### src/rtl/instruction_fetch.sv
// ---------------------------------------------------------------------------
// instruction_fetch
//
// Program-counter and fetch stage of the MIPS pipeline. Drives the current PC
// as a byte address into an asynchronous-read instruction memory and captures
// the returned word into the IF/ID pipeline register. Handles decode stalls,
// branch/jump redirects and a halt on the HALT_WORD encoding (MIPS `break`).
//
// Parameters:
//   RESET_PC    PC loaded on reset (bits [1:0] must be 0)
//   HALT_WORD   instruction encoding that stops fetch
//
// Ports:
//   clk          in   system clock, rising edge
//   rst_n        in   asynchronous active-low reset
//   stall        in   hold PC and IF/ID
//   redirect     in   taken branch/jump; overrides stall and exits HALTED
//   redirect_pc  in   redirect target, bits [1:0] ignored
//   imem_addr    out  byte address to instruction memory (== pc)
//   imem_instr   in   instruction word from memory (combinational read)
//   pc           out  current fetch PC
//   if_id_instr  out  latched instruction for decode
//   if_id_pc4    out  PC+4 of the latched instruction
//   if_id_valid  out  IF/ID holds a real instruction (0 = bubble)
//   halted       out  fetch is in the HALTED state
//   fetch_count  out  number of instructions latched with valid=1
// ---------------------------------------------------------------------------
module instruction_fetch #(
  parameter logic [31:0] RESET_PC  = 32'h0000_0000,
  parameter logic [31:0] HALT_WORD = 32'h0000_000D
) (
  input  logic        clk,
  input  logic        rst_n,
  input  logic        stall,
  input  logic        redirect,
  input  logic [31:0] redirect_pc,
  output logic [31:0] imem_addr,
  input  logic [31:0] imem_instr,
  output logic [31:0] pc,
  output logic [31:0] if_id_instr,
  output logic [31:0] if_id_pc4,
  output logic        if_id_valid,
  output logic        halted,
  output logic [31:0] fetch_count
);

  typedef enum logic {
    FETCH,
    HALTED
  } state_e;

  state_e      state_q, state_d;
  logic [31:0] pc_q, pc_d;
  logic [31:0] instr_q, instr_d;
  logic [31:0] pc4_q, pc4_d;
  logic        valid_q, valid_d;
  logic [31:0] count_q, count_d;

  logic [31:0] pc_plus4;
  logic        is_halt_word;

  assign pc_plus4     = pc_q + 32'd4;  // wraps FFFF_FFFC -> 0
  assign is_halt_word = (imem_instr == HALT_WORD);

  // Priority: redirect > halted > stall > normal capture.
  always_comb begin
    state_d = state_q;
    pc_d    = pc_q;
    instr_d = instr_q;
    pc4_d   = pc4_q;
    valid_d = valid_q;
    count_d = count_q;

    if (redirect) begin
      // Masking instead of slicing keeps every redirect_pc bit in use.
      pc_d    = redirect_pc & 32'hFFFF_FFFC;
      instr_d = '0;
      valid_d = 1'b0;
      state_d = FETCH;
    end else if (state_q == HALTED) begin
      instr_d = '0;
      valid_d = 1'b0;
    end else if (!stall) begin
      instr_d = imem_instr;
      pc4_d   = pc_plus4;
      valid_d = 1'b1;
      count_d = count_q + 32'd1;
      if (is_halt_word) begin
        state_d = HALTED;
      end else begin
        pc_d = pc_plus4;
      end
    end
  end

  always_ff @(posedge clk or negedge rst_n) begin
    if (!rst_n) begin
      state_q <= FETCH;
      pc_q    <= RESET_PC;
      instr_q <= '0;
      pc4_q   <= '0;
      valid_q <= 1'b0;
      count_q <= '0;
    end else begin
      state_q <= state_d;
      pc_q    <= pc_d;
      instr_q <= instr_d;
      pc4_q   <= pc4_d;
      valid_q <= valid_d;
      count_q <= count_d;
    end
  end

  assign imem_addr   = pc_q;
  assign pc          = pc_q;
  assign if_id_instr = instr_q;
  assign if_id_pc4   = pc4_q;
  assign if_id_valid = valid_q;
  assign halted      = (state_q == HALTED);
  assign fetch_count = count_q;

endmodule
### config.mk
export PLATFORM = sky130hd
export DESIGN_NAME = instruction_fetch
export DESIGN_NICKNAME = d
export VERILOG_FILES = /design/src/rtl/instruction_fetch.sv
export SDC_FILE = /design/constraint.sdc
export NUM_CORES = 1
export LEC_CHECK = 0
export BUFFER_PORTS_ARGS = -buffer_cell sky130_fd_sc_hd__buf_4
export CAP_MARGIN = 20
export CORE_MARGIN = 2
export CORE_UTILIZATION = 35
export CTS_BUF_LIST = sky130_fd_sc_hd__clkbuf_4 sky130_fd_sc_hd__clkbuf_8 sky130_fd_sc_hd__clkbuf_16
export DETAILED_ROUTE_END_ITERATION = 10
export GPL_TIMING_DRIVEN = 0
export PLACE_DENSITY_LB_ADDON = 0.12
export SLEW_MARGIN = 10
export SYNTH_ARGS = -nofsm -noshare
export SYNTH_HDL_FRONTEND = slang
export SYNTH_SLANG_ARGS = --single-unit
### constraint.sdc
create_clock -name clk -period 6.3 [get_ports clk]
set_input_delay 1.26 -clock clk [delete_from_list [all_inputs] [get_ports clk]]
set_output_delay 1.26 -clock clk [all_outputs]
set_load 0.03 [all_outputs]
## Word level (Yosys, flattened, before mapping)

Cells that the tools add are included.

| storage, ports and cells | value |
|---|---|
| register bits after elaboration | 130 |
| latch bits | 0 |
| bits in writable memories | 0 |
| memory bits (read-only) | 0 |
| input bits | 68 |
| output and inout bits | 162 |
| word-level logic and storage cells | 32 |
| memories | 0 |

| operators by class | value |
|---|---|
| add/sub/neg operators | 2 |
| multiply operators | 0 |
| divide/modulo/power cells | 0 |
| magnitude comparators | 0 |
| eq/ne operators | 5 |
| shift-type cells | 0 |
| muxes and demuxes | 14 |
| bitwise gates (word level) | 3 |
| reduce and logical (&&, ||, !) cells | 2 |

Operator list:

| cell | number |
|---|---|
| 2-to-1 mux 32 bit | 7 |
| adder 32 x 1 -> 32 bit (second input constant) | 1 |
| adder 32 x 3 -> 32 bit (second input constant) | 1 |
| equality test 32 x 4 -> 1 bit (second input constant) | 1 |
| 2-to-1 mux 1 bit | 7 |
| AND reduction 3 bit | 2 |
| inequality test 2 bit (second input constant) | 2 |
| inequality test 3 x 1 -> 1 bit (second input constant) | 1 |
| inverter 1 bit | 3 |
| inequality test 2 x 1 -> 1 bit (second input constant) | 1 |

## Depth between registers and ports, before layout

Gate-level depths: netlist of the first run.

| depth | value |
|---|---|
| depth after elaboration | 5 |
| gate-level depth with buffers | 7 |
| gate-level depth less buffers | 6 |

## Worst setup path before layout of the first run

OpenSTA, ideal clock, no wires.

| timing path | value |
|---|---|
| kind | in2reg |
| from | input port redirect |
| to | register pc_q[6] (netlist: imem_addr[6]) |
| library setup time | 137 ps |
| arrival time | 2664 ps |
| data required time | 6163 ps |
| slack | 3499 ps |
| stages on the path | 7 |
| buffers on the path | 2 |
| cells stage by stage | buf_2 nor4_1 nand4_1 o31a_1 clkbuf_1 a21oi_1 a21oi_1 |

| between the ends | value |
|---|---|
| cells in the longest elaborated chain, start to end | 2 |
| elaborated cells on any way between the ends | 5 |
| classes of those cells | eq/ne: 3; mux: 1; reduce/logical: 1 |

RTL lines:

| what | line | text |
|---|---|---|
| from (decl) | 35 | `input logic redirect,` |
| inequality test 2 bit (no line) or inequality test 2 x 1 -> 1 bit (tied branches) | n/a |  |
| AND reduction 3 bit (no line) | n/a |  |
| to (signal assigned) | 106 | `pc_q <= pc_d;` |
| to (decl) | 53 | `logic [31:0] pc_q, pc_d;` |

Parallel ways exist; a longest one is shown, timed or not.
A chain may end at the register's enable or synchronous reset.

## Worst setup path after layout of the first run

| timing path | value |
|---|---|
| from | input port imem_instr[25] |
| to | register pc_q[23] (netlist: imem_addr[23]) |

| between the ends | value |
|---|---|
| cells in the longest elaborated chain, start to end | 3 |

RTL lines:

| what | line | text |
|---|---|---|
| from (decl) | 38 | `input logic [31:0] imem_instr,` |
| equality test 32 x 4 -> 1 bit | 63 | `assign is_halt_word = (imem_instr == HALT_WORD);` |
| inequality test 2 bit (no line) | n/a |  |
| AND reduction 3 bit (no line) | n/a |  |

Every way passes these cells.

==> impl_metrics.yaml, run 1 <==
run_status:
  status: "finished, final reports clean"
cts:
  post-cts-setup-buffer-count: 0
  clockBufferDepth: 2
  hold_buffers: 0
  cts_num_sinks: 126
  clock_latency_ns: 0.42
  cts_resized: 0
  cts_max_level: 4
  cts-root-buf: "clkbuf_16"
  clk_transition_reported_paths_ns: 0.06
  tritoncts: "yes"
  cts-buffers-inserted: 17
final_layout:
  drive_above_1_share_pct: 36.2
  area_delta_synth_final_pct: 41.3
  fin_cells: 1112
  multi_input_area_um2: 2700
  layout.nets: 940
  stdcell_area_um2: 8920
  seqCellArea_um2: 3150
  n_antenna_cell: 0
  fill_cells: 1719
power:
  internal-power_mw: 1.82
  peakVddDrop_v: 0.000223
  pwr-share-seq_pct: 36.4
  p_comb_share_pct: 26.2
  power_leakage_nw: 4.19
  power.density_nw_per_um2: 306
  clockPowerShare_pct: 37.5
  switching_share_pct: 33.4
  p_sw_mw: 0.912
setup_path:
  cp-start-kind: "input port"
  endpoint_kind: "flop"
  critical_path_arrival_ns: 3.32
  worst-path-max-fanout: 10
  path_class: "input port to flop"
  crit_required_ns: 6.56
drt:
  drt_iter0_markers: 304
  drc_errors: 0
  wl_per_cell_um: 17.5
  post_drt_via_cell_ratio: 5.08
  ant_nets: 0
  routed_wl_mm: 19.5
  vias: 5653
  firstDrtPassIters: 5
synth:
  synth.top_cell.area_share_pct: 49.9
  yosysMostFrequentCell: "dfrtp_1"
  ys_ff_latch: 126
  avgSynthCellArea_um2: 10.1
  async_flop_share_pct: 100
  synthCells: 624
  synth_commonest_cells: "dfrtp_1 (126), nand2_1 (58), o21ai_0 (56)"
  yosysTopAreaCell: "dfrtp_1"
  yosysSeqAreaShare_pct: 49.9
  synth-edff-count: 0
  yosys-top-cells-area: "dfrtp_1 (50%), xnor2_1 (5.8%), a22o_1 (4.4%)"
  synth_cell_types: 57
  synth.cell_area_um2: 6310
  synth_warnings: 0
  synth-main-ff-cell: "dfrtp_1"
timing:
  final_hold_viol_count: 0
  setup_viol: 0
  holdWs_ns: 0.481
  clock-skew-final_ns: 0.00801
  min_period_ns: 3.06
  tightestPinTransition_ns: 1.01
  fin_tns_setup_ns: 0
  relSlewSlack_pct: 32.3
  fmax_ghz: 0.327
  rsz0062_at_grt: "no"
  drv_slew: 0
  timing.final.crit_share_pct: 48.6
placed_design:
  hpwlAfterDp_mm: 14.4
  placed_area_um2: 8310
  port_buffers: 221
  dp.cells: 1080
  gp_congestion: 0.800
global_routing:
  grt_pass1_wl_mm: 31.3
  antenna_found_initial: 0
  grt-ovfl-total: 0
  grtUsageTotal_pct: 20.6
  grt_pass1_vias: 5647
  grt_max_degree: 69
floorplanning:
  start_util_pct: 35.4
  die_w_um: 138
  die_height_um: 138
  io_pins: 230
  fp-row-count: 49
  dieArea_um2: 19100
  coreArea_um2: 17800
job:
  maxCapViolCount: 0
min_path:
  hp-class: "flop to flop"
-- state kept, by name, indices dropped and copies added, names as in the netlist --
| signal | flops |
|---|---|
| if_id_valid | 1 |
| halted | 1 |
| if_id_pc4 | 30 |
| imem_addr | 30 |
| if_id_instr | 32 |
| fetch_count | 32 |
-- layer usage --
metal  wire (um)  global-route usage (%)  vias to the layer above
met4         460                    7.63                        0
met3        1140                    4.78                       30
met2        9290                    32.9                      189
met1        8600                    27.5                     2763
met5           0                       0                        -
li1            -                       -                     2671
-- per-stage QoR --
stage	utilization, %	power [mW]	worst slack, ns
after floorplan	-	1.42	3.50
after global placement	46.4	1.71	2.88
after detailed placement	46.6	1.73	2.84
after CTS	50.0	2.76	3.29
after global routing	50.0	2.84	3.14
final	50.0	2.73	3.24
-- cells in the final DEF (no fill, tap or decap), types with 7 or more instances in the layout --
cell type  instances
nor2_1            36
clkbuf_16         17
buf_4            256
dfrtp_1          126
nor4_1            10
a21oi_1           14
nor3_1            11
nand4_1           15
o22a_1             7
buf_2              9
a22oi_1           10
nand3_1           27
o21ai_0           56
inv_1             16
xnor2_1           42
nand2_1           58
and3_1             8
clkbuf_1          24
a22o_1            32
xor2_1            17
-- power by group through the flow --
| stage | sequential (mW) | combinational (mW) | clock (mW) |
|---|---|---|---|
| 2_1_floorplan | 1.15 | 0.260 | 0 |
| 3_3_place_gp | 1.00 | 0.710 | 0 |
| 3_5_place_dp | 1.01 | 0.721 | 0 |
| 4_1_cts | 0.993 | 0.722 | 1.04 |
| 5_1_grt | 1.01 | 0.761 | 1.07 |
| 6_report | 0.992 | 0.714 | 1.02 |
-- layout make-up --
type	instances	area share (%)
tap	229	3.21
multi-input combinational	414	30.3
inverter	17	0.715
buffer	72	4.67
clock inverter	13	1.84
sequential	126	35.3
clock buffer	19	5.01
timing repair buffer	222	18.9
-- worst paths after layout --
kind / from / endpoint / slack (ns) / depth (start not counted)
worst max-delay path: imem_instr[25] / imem_addr[23] / 3.24 / 7
worst min-delay path: if_id_pc4[31] / if_id_pc4[31] / 0.48 / 2
worst max register to register: imem_addr[11] / imem_addr[27] / 3.62 / 6
worst min register to register: if_id_pc4[31] / if_id_pc4[31] / 0.48 / 2
max in group asynchronous: rst_n / if_id_instr[14] / 4.75 / 2
min in group asynchronous: rst_n / if_id_pc4[8] / 0.80 / 1
-- cell families (layout without fill, tap and decap cells) --
| group | after synthesis | in the layout | share of synthesized area (%) |
|---|---|---|---|
| simple gates | 195 | 195 | 17.2 |
| compound gates | 149 | 149 | 16.1 |
| flops | 126 | 126 | 49.9 |
| buf+inv | 89 | 343 | 7.61 |
| xor+xnor | 59 | 59 | 8.18 |
| mux | 3 | 3 | 0.495 |
| fa+ha+maj | 2 | 2 | 0.396 |
| other cells | 1 | 6 | 0.0594 |
-- worst max-delay path, stage by stage --
cell	delay [ns]
buf_4	0.11
nor4_1	0.50
nand4_1	0.31
o31a_1	0.51
buf_1	0.33
o21ai_0	0.19
a221oi_1	0.11
Power figures use the tool's default switching activity.
==> inputs of run 2 (changes only) <==
clock period = 2.5 ns   (was 6.3 ns; I/O delays follow)
==> impl_metrics.yaml, run 2 (synthesis gave the netlist of run 1 again) <==
final_layout:
  area_delta_synth_final_pct: 41.5
  stdcell_area_um2: 8940
  layout_commonest_cell: "buf_4"
  fin_util_pct: 50.1
  n_antenna_cell: 0
  fin_cells: 1112
  drive_above_1_share_pct: 36.5
  layout_common_cells: "buf_4 (256), dfrtp_1 (126), nand2_1 (58)"
  layout.nets: 940
floorplanning:
  fp-row-count: 49
  dieArea_um2: 19100
  die_height_um: 138
  start_util_pct: 35.4
  die_w_um: 138
  io_pins: 230
  coreArea_um2: 17800
cts:
  clockBufferDepth: 2
  cts-root-buf: "clkbuf_16"
  cts-buffers-inserted: 17
  post-cts-setup-buffer-count: 0
  clk_transition_reported_paths_ns: 0.06
  cts_max_level: 4
  hold_buffers: 0
  clock_latency_ns: 0.42
  cts_num_sinks: 126
  tritoncts: "yes"
setup_path:
  crit_required_ns: 2.81
  crit_top_cell: "o22a_1"
  crit_slowest_cell: "nor4_2"
  slowest_delay_ns: 0.62
  critical_path_arrival_ns: 2.65
  cp-start-kind: "flop"
  path_cells: "buf_2 -> nand4_4 -> nor4_2 -> nand3_1 -> o22a_1 -> o22a_1"
  worst-path-max-fanout: 10
  path_class: "flop to flop"
  crit_family: "simple AND/OR/NAND/NOR gates"
  critPathBufInv: 1
  endpoint_kind: "flop"
placed_design:
  dp.cells: 1080
  placed_area_um2: 8310
  gp_congestion: 0.800
  port_buffers: 221
  hpwlAfterDp_mm: 14.4
  dpl_worst_slack_ns: -0.197
run_status:
  status: "finished, final reports clean"
timing:
  fin_ws_ns: 0.155
  timing.final.crit_share_pct: 93.8
  setup_viol: 0
  min_period_ns: 2.34
  clock-skew-final_ns: 0.00796
  tightestPinTransition_ns: 0.803
  rsz0062_at_grt: "no"
  drv_slew: 0
  final_hold_viol_count: 0
  relSlewSlack_pct: 46.0
  fmax_ghz: 0.426
  holdWs_ns: 0.0442
  fin_tns_setup_ns: 0
drt:
  post_drt_via_cell_ratio: 5.12
  wl_per_cell_um: 17.6
  drc_errors: 0
  routed_wl_mm: 19.5
  firstDrtPassIters: 5
  ant_nets: 0
  vias: 5688
  drt_iter0_markers: 341
power:
  peakVddDrop_v: 0.000584
  power_mw: 6.89
  power_leakage_nw: 4.20
  power.density_nw_per_um2: 771
min_path:
  hp-class: "input port to asynchronous set/reset pin"
global_routing:
  antenna_found_initial: 0
  grt_pass1_vias: 5645
  grt_max_degree: 69
  grt-ovfl-total: 0
  grtUsageTotal_pct: 20.6
  grt_pass1_wl_mm: 31.3
job:
  maxCapViolCount: 0
run 2: cell count changes in the layout (fill, tap and decap cells not counted), sizes merged:
| cell | previous run | this run |
|---|---|---|
| buf | 270 | 269 |
| clkbuf | 43 | 44 |
run 2: worst reg2reg max path, delay by kind of cell (launching register included):
family,cells,cell delay [ns]
AOI/OAI and AO/OA,2,0.44
buffers and inverters,1,0.26
DFF,1,0.38
and+or+nand+nor,3,1.16
run 2: path summary, 6_finish.rpt:
kind                       depth (start not counted)     startpoint  slack [ns]               to
setup reg to reg                                   6  imem_addr[11]        0.16    imem_addr[27]
max in group asynchronous                          2          rst_n        1.71  if_id_instr[14]
min in group clk                                   2  imem_instr[0]        0.31   if_id_instr[0]
setup / recovery                                   6  imem_addr[11]        0.16    imem_addr[27]
hold / removal                                     1          rst_n        0.04     if_id_pc4[8]
hold reg to reg                                    2  if_id_pc4[31]        0.48    if_id_pc4[31]
run 2: cell type report:
class	count	area [um^2]
clock buffer	19	447
fill	1717	8900
tap	229	287
timing repair buffer	222	1690
sequential	126	3150
buffer	72	418
multi-input combinational	414	2720
clock inverter	13	164
inverter	17	63.8
run 2: routing by layer:
layer	vias up	part of all wire (%)	track usage, %
met5	-	0	0
met4	0	2.5	7.63
met3	32	6.2	4.78
met2	209	48	32.9
met1	2773	44	27.5
li1	2674	-	-
run 2: timing repair:
action / CTS / global route
endpoints found under the setup margin: 3 / 3
resized for setup: 2 / 1
pin swaps: 0 / 1
hold endpoints to repair: 0 / 0
run 2: power breakdown:
group	leakage, nW	internal (mW)	switching, mW	total [mW]
sequential	1.59	2.25	0.247	2.50
clock	0.285	1.61	0.975	2.58
combinational	2.32	0.716	1.09	1.80
total	4.20	4.58	2.31	6.89
==> inputs of run 3 (changes only) <==
==> constraint.sdc (replaced) <==
create_clock -name clk -period 2.5 [get_ports clk]
set_input_delay 0.375 -clock clk [delete_from_list [all_inputs] [get_ports clk]]
set_output_delay 0.375 -clock clk [all_outputs]
set_load 0.03 [all_outputs]
==> impl_metrics.yaml, run 3 (synthesis gave the netlist of run 1 again) <==
run_status:
  status: "finished, final reports clean"
global_routing:
  grt_max_degree: 69
  grtUsageTotal_pct: 20.6
  antenna_found_initial: 0
  grt-ovfl-total: 0
  grt_pass1_wl_mm: 31.3
  grt_pass1_vias: 5645
setup_path:
  critical_path_arrival_ns: 2.64
  path_class: "flop to flop"
  crit_required_ns: 2.81
  endpoint_kind: "flop"
  worst-path-max-fanout: 10
  cp-start-kind: "flop"
timing:
  holdWs_ns: 0.185
  timing.final.crit_share_pct: 93.4
  relSlewSlack_pct: 43.8
  rsz0062_at_grt: "no"
  setup_viol: 0
  final_hold_viol_count: 0
  drv_slew: 0
  min_period_ns: 2.33
  tightestPinTransition_ns: 0.837
  clock-skew-final_ns: 0.00796
  fmax_ghz: 0.428
  fin_ws_ns: 0.165
cts:
  clockBufferDepth: 2
  cts-buffers-inserted: 17
  clock_latency_ns: 0.42
  clk_transition_reported_paths_ns: 0.06
  post-cts-setup-buffer-count: 0
  cts-root-buf: "clkbuf_16"
  cts_num_sinks: 126
  cts_max_level: 4
  tritoncts: "yes"
power:
  pwr-share-seq_pct: 36.3
  internal-power_mw: 4.58
  peakVddDrop_v: 0.000581
  power.density_nw_per_um2: 770
  power_leakage_nw: 4.21
  p_comb_share_pct: 26.2
  power_mw: 6.89
  clockPowerShare_pct: 37.5
  switching_share_pct: 33.5
  p_sw_mw: 2.31
final_layout:
  layout.nets: 941
  layout_common_cells: "buf_4 (256), dfrtp_1 (126), nand2_1 (58)"
  area_delta_synth_final_pct: 41.7
  n_antenna_cell: 0
  layout_commonest_cell: "buf_4"
  fin_cells: 1113
  fin_util_pct: 50.2
  drive_above_1_share_pct: 36.4
  fill_cells: 1715
floorplanning:
  start_util_pct: 35.4
  coreArea_um2: 17800
  io_pins: 230
  dieArea_um2: 19100
  die_w_um: 138
  fp-row-count: 49
  die_height_um: 138
drt:
  drc_errors: 0
  wl_per_cell_um: 17.6
  drt_iter0_markers: 307
  vias: 5683
  ant_nets: 0
  post_drt_via_cell_ratio: 5.11
  routed_wl_mm: 19.6
  firstDrtPassIters: 5
min_path:
  hp-class: "input port to flop"
placed_design:
  port_buffers: 221
  gp_congestion: 0.800
  dpl_worst_slack_ns: -0.106
  hpwlAfterDp_mm: 14.4
  dp.cells: 1080
job:
  maxCapViolCount: 0
## run 3: cell types whose count changed in the layout (fill, tap and decap cells not counted), sizes merged
cell and delta:
dlygate4sd3 +1
## run 3: repair_timing
item                                    CTS  global route
endpoints found under the setup margin    3             3
hold buffers                              1             0
gates resized for setup                   2             1
endpoints found under the hold margin    58             0
pin swaps                                 0             1
cloned                                    0             0
## run 3: cell type report
cell class	instances	area (um^2)	share of cell area (%)
Sequential cell	126	3150	35.2
Clock buffer	19	447	4.99
Inverter	17	63.8	0.713
Timing Repair Buffer	223	1700	19.0
Buffer	72	418	4.67
Clock inverter	13	164	1.83
Multi-Input combinational cell	414	2720	30.3
Tap cell	229	287	3.20
## run 3: power by group through the flow
stage               Clock, mW  Combinational (mW)  Sequential (mW)
global route             2.71                1.92             2.54
floorplan                   0               0.656             2.91
finish                   2.58                1.80             2.50
CTS                      2.62                1.82             2.50
global placement            0                1.79             2.52
detailed placement          0                1.82             2.54
## run 3: layer usage
metal	wire, um	vias up	global-route usage, %	part of all wire [%]
li1	-	2671	-	-
met5	0	-	0	0
met2	9360	189	32.9	48
met3	1110	26	4.75	5.7
met4	431	0	7.63	2.2
met1	8670	2797	27.5	44
## run 3: final timing paths
kind / start / endpoint / slack, ns / cells after the start
min reg2reg: if_id_pc4[31] / if_id_pc4[31] / 0.48 / 2
max in group asynchronous: rst_n / if_id_instr[14] / 1.26 / 3
max: imem_addr[11] / imem_addr[27] / 0.17 / 6
min in group asynchronous: rst_n / if_id_pc4[8] / 0.49 / 2
min: imem_instr[0] / if_id_instr[0] / 0.19 / 2
max reg2reg: imem_addr[11] / imem_addr[27] / 0.17 / 6
## run 3: critical path, stage by stage (launching register included)
cell	delay [ns]
dfrtp_1	0.38
buf_2	0.26
nand4_4	0.22
nor4_2	0.62
nand3_1	0.31
o22a_1	0.26
o22a_1	0.17
## run 3: stage by stage
stage,TNS [ns],area [um^2]
finish,0,8950
global route,0,8950
CTS,0,8950
detailed placement,-0.408,8310
global placement,-0.162,8280
floorplan,0,6330
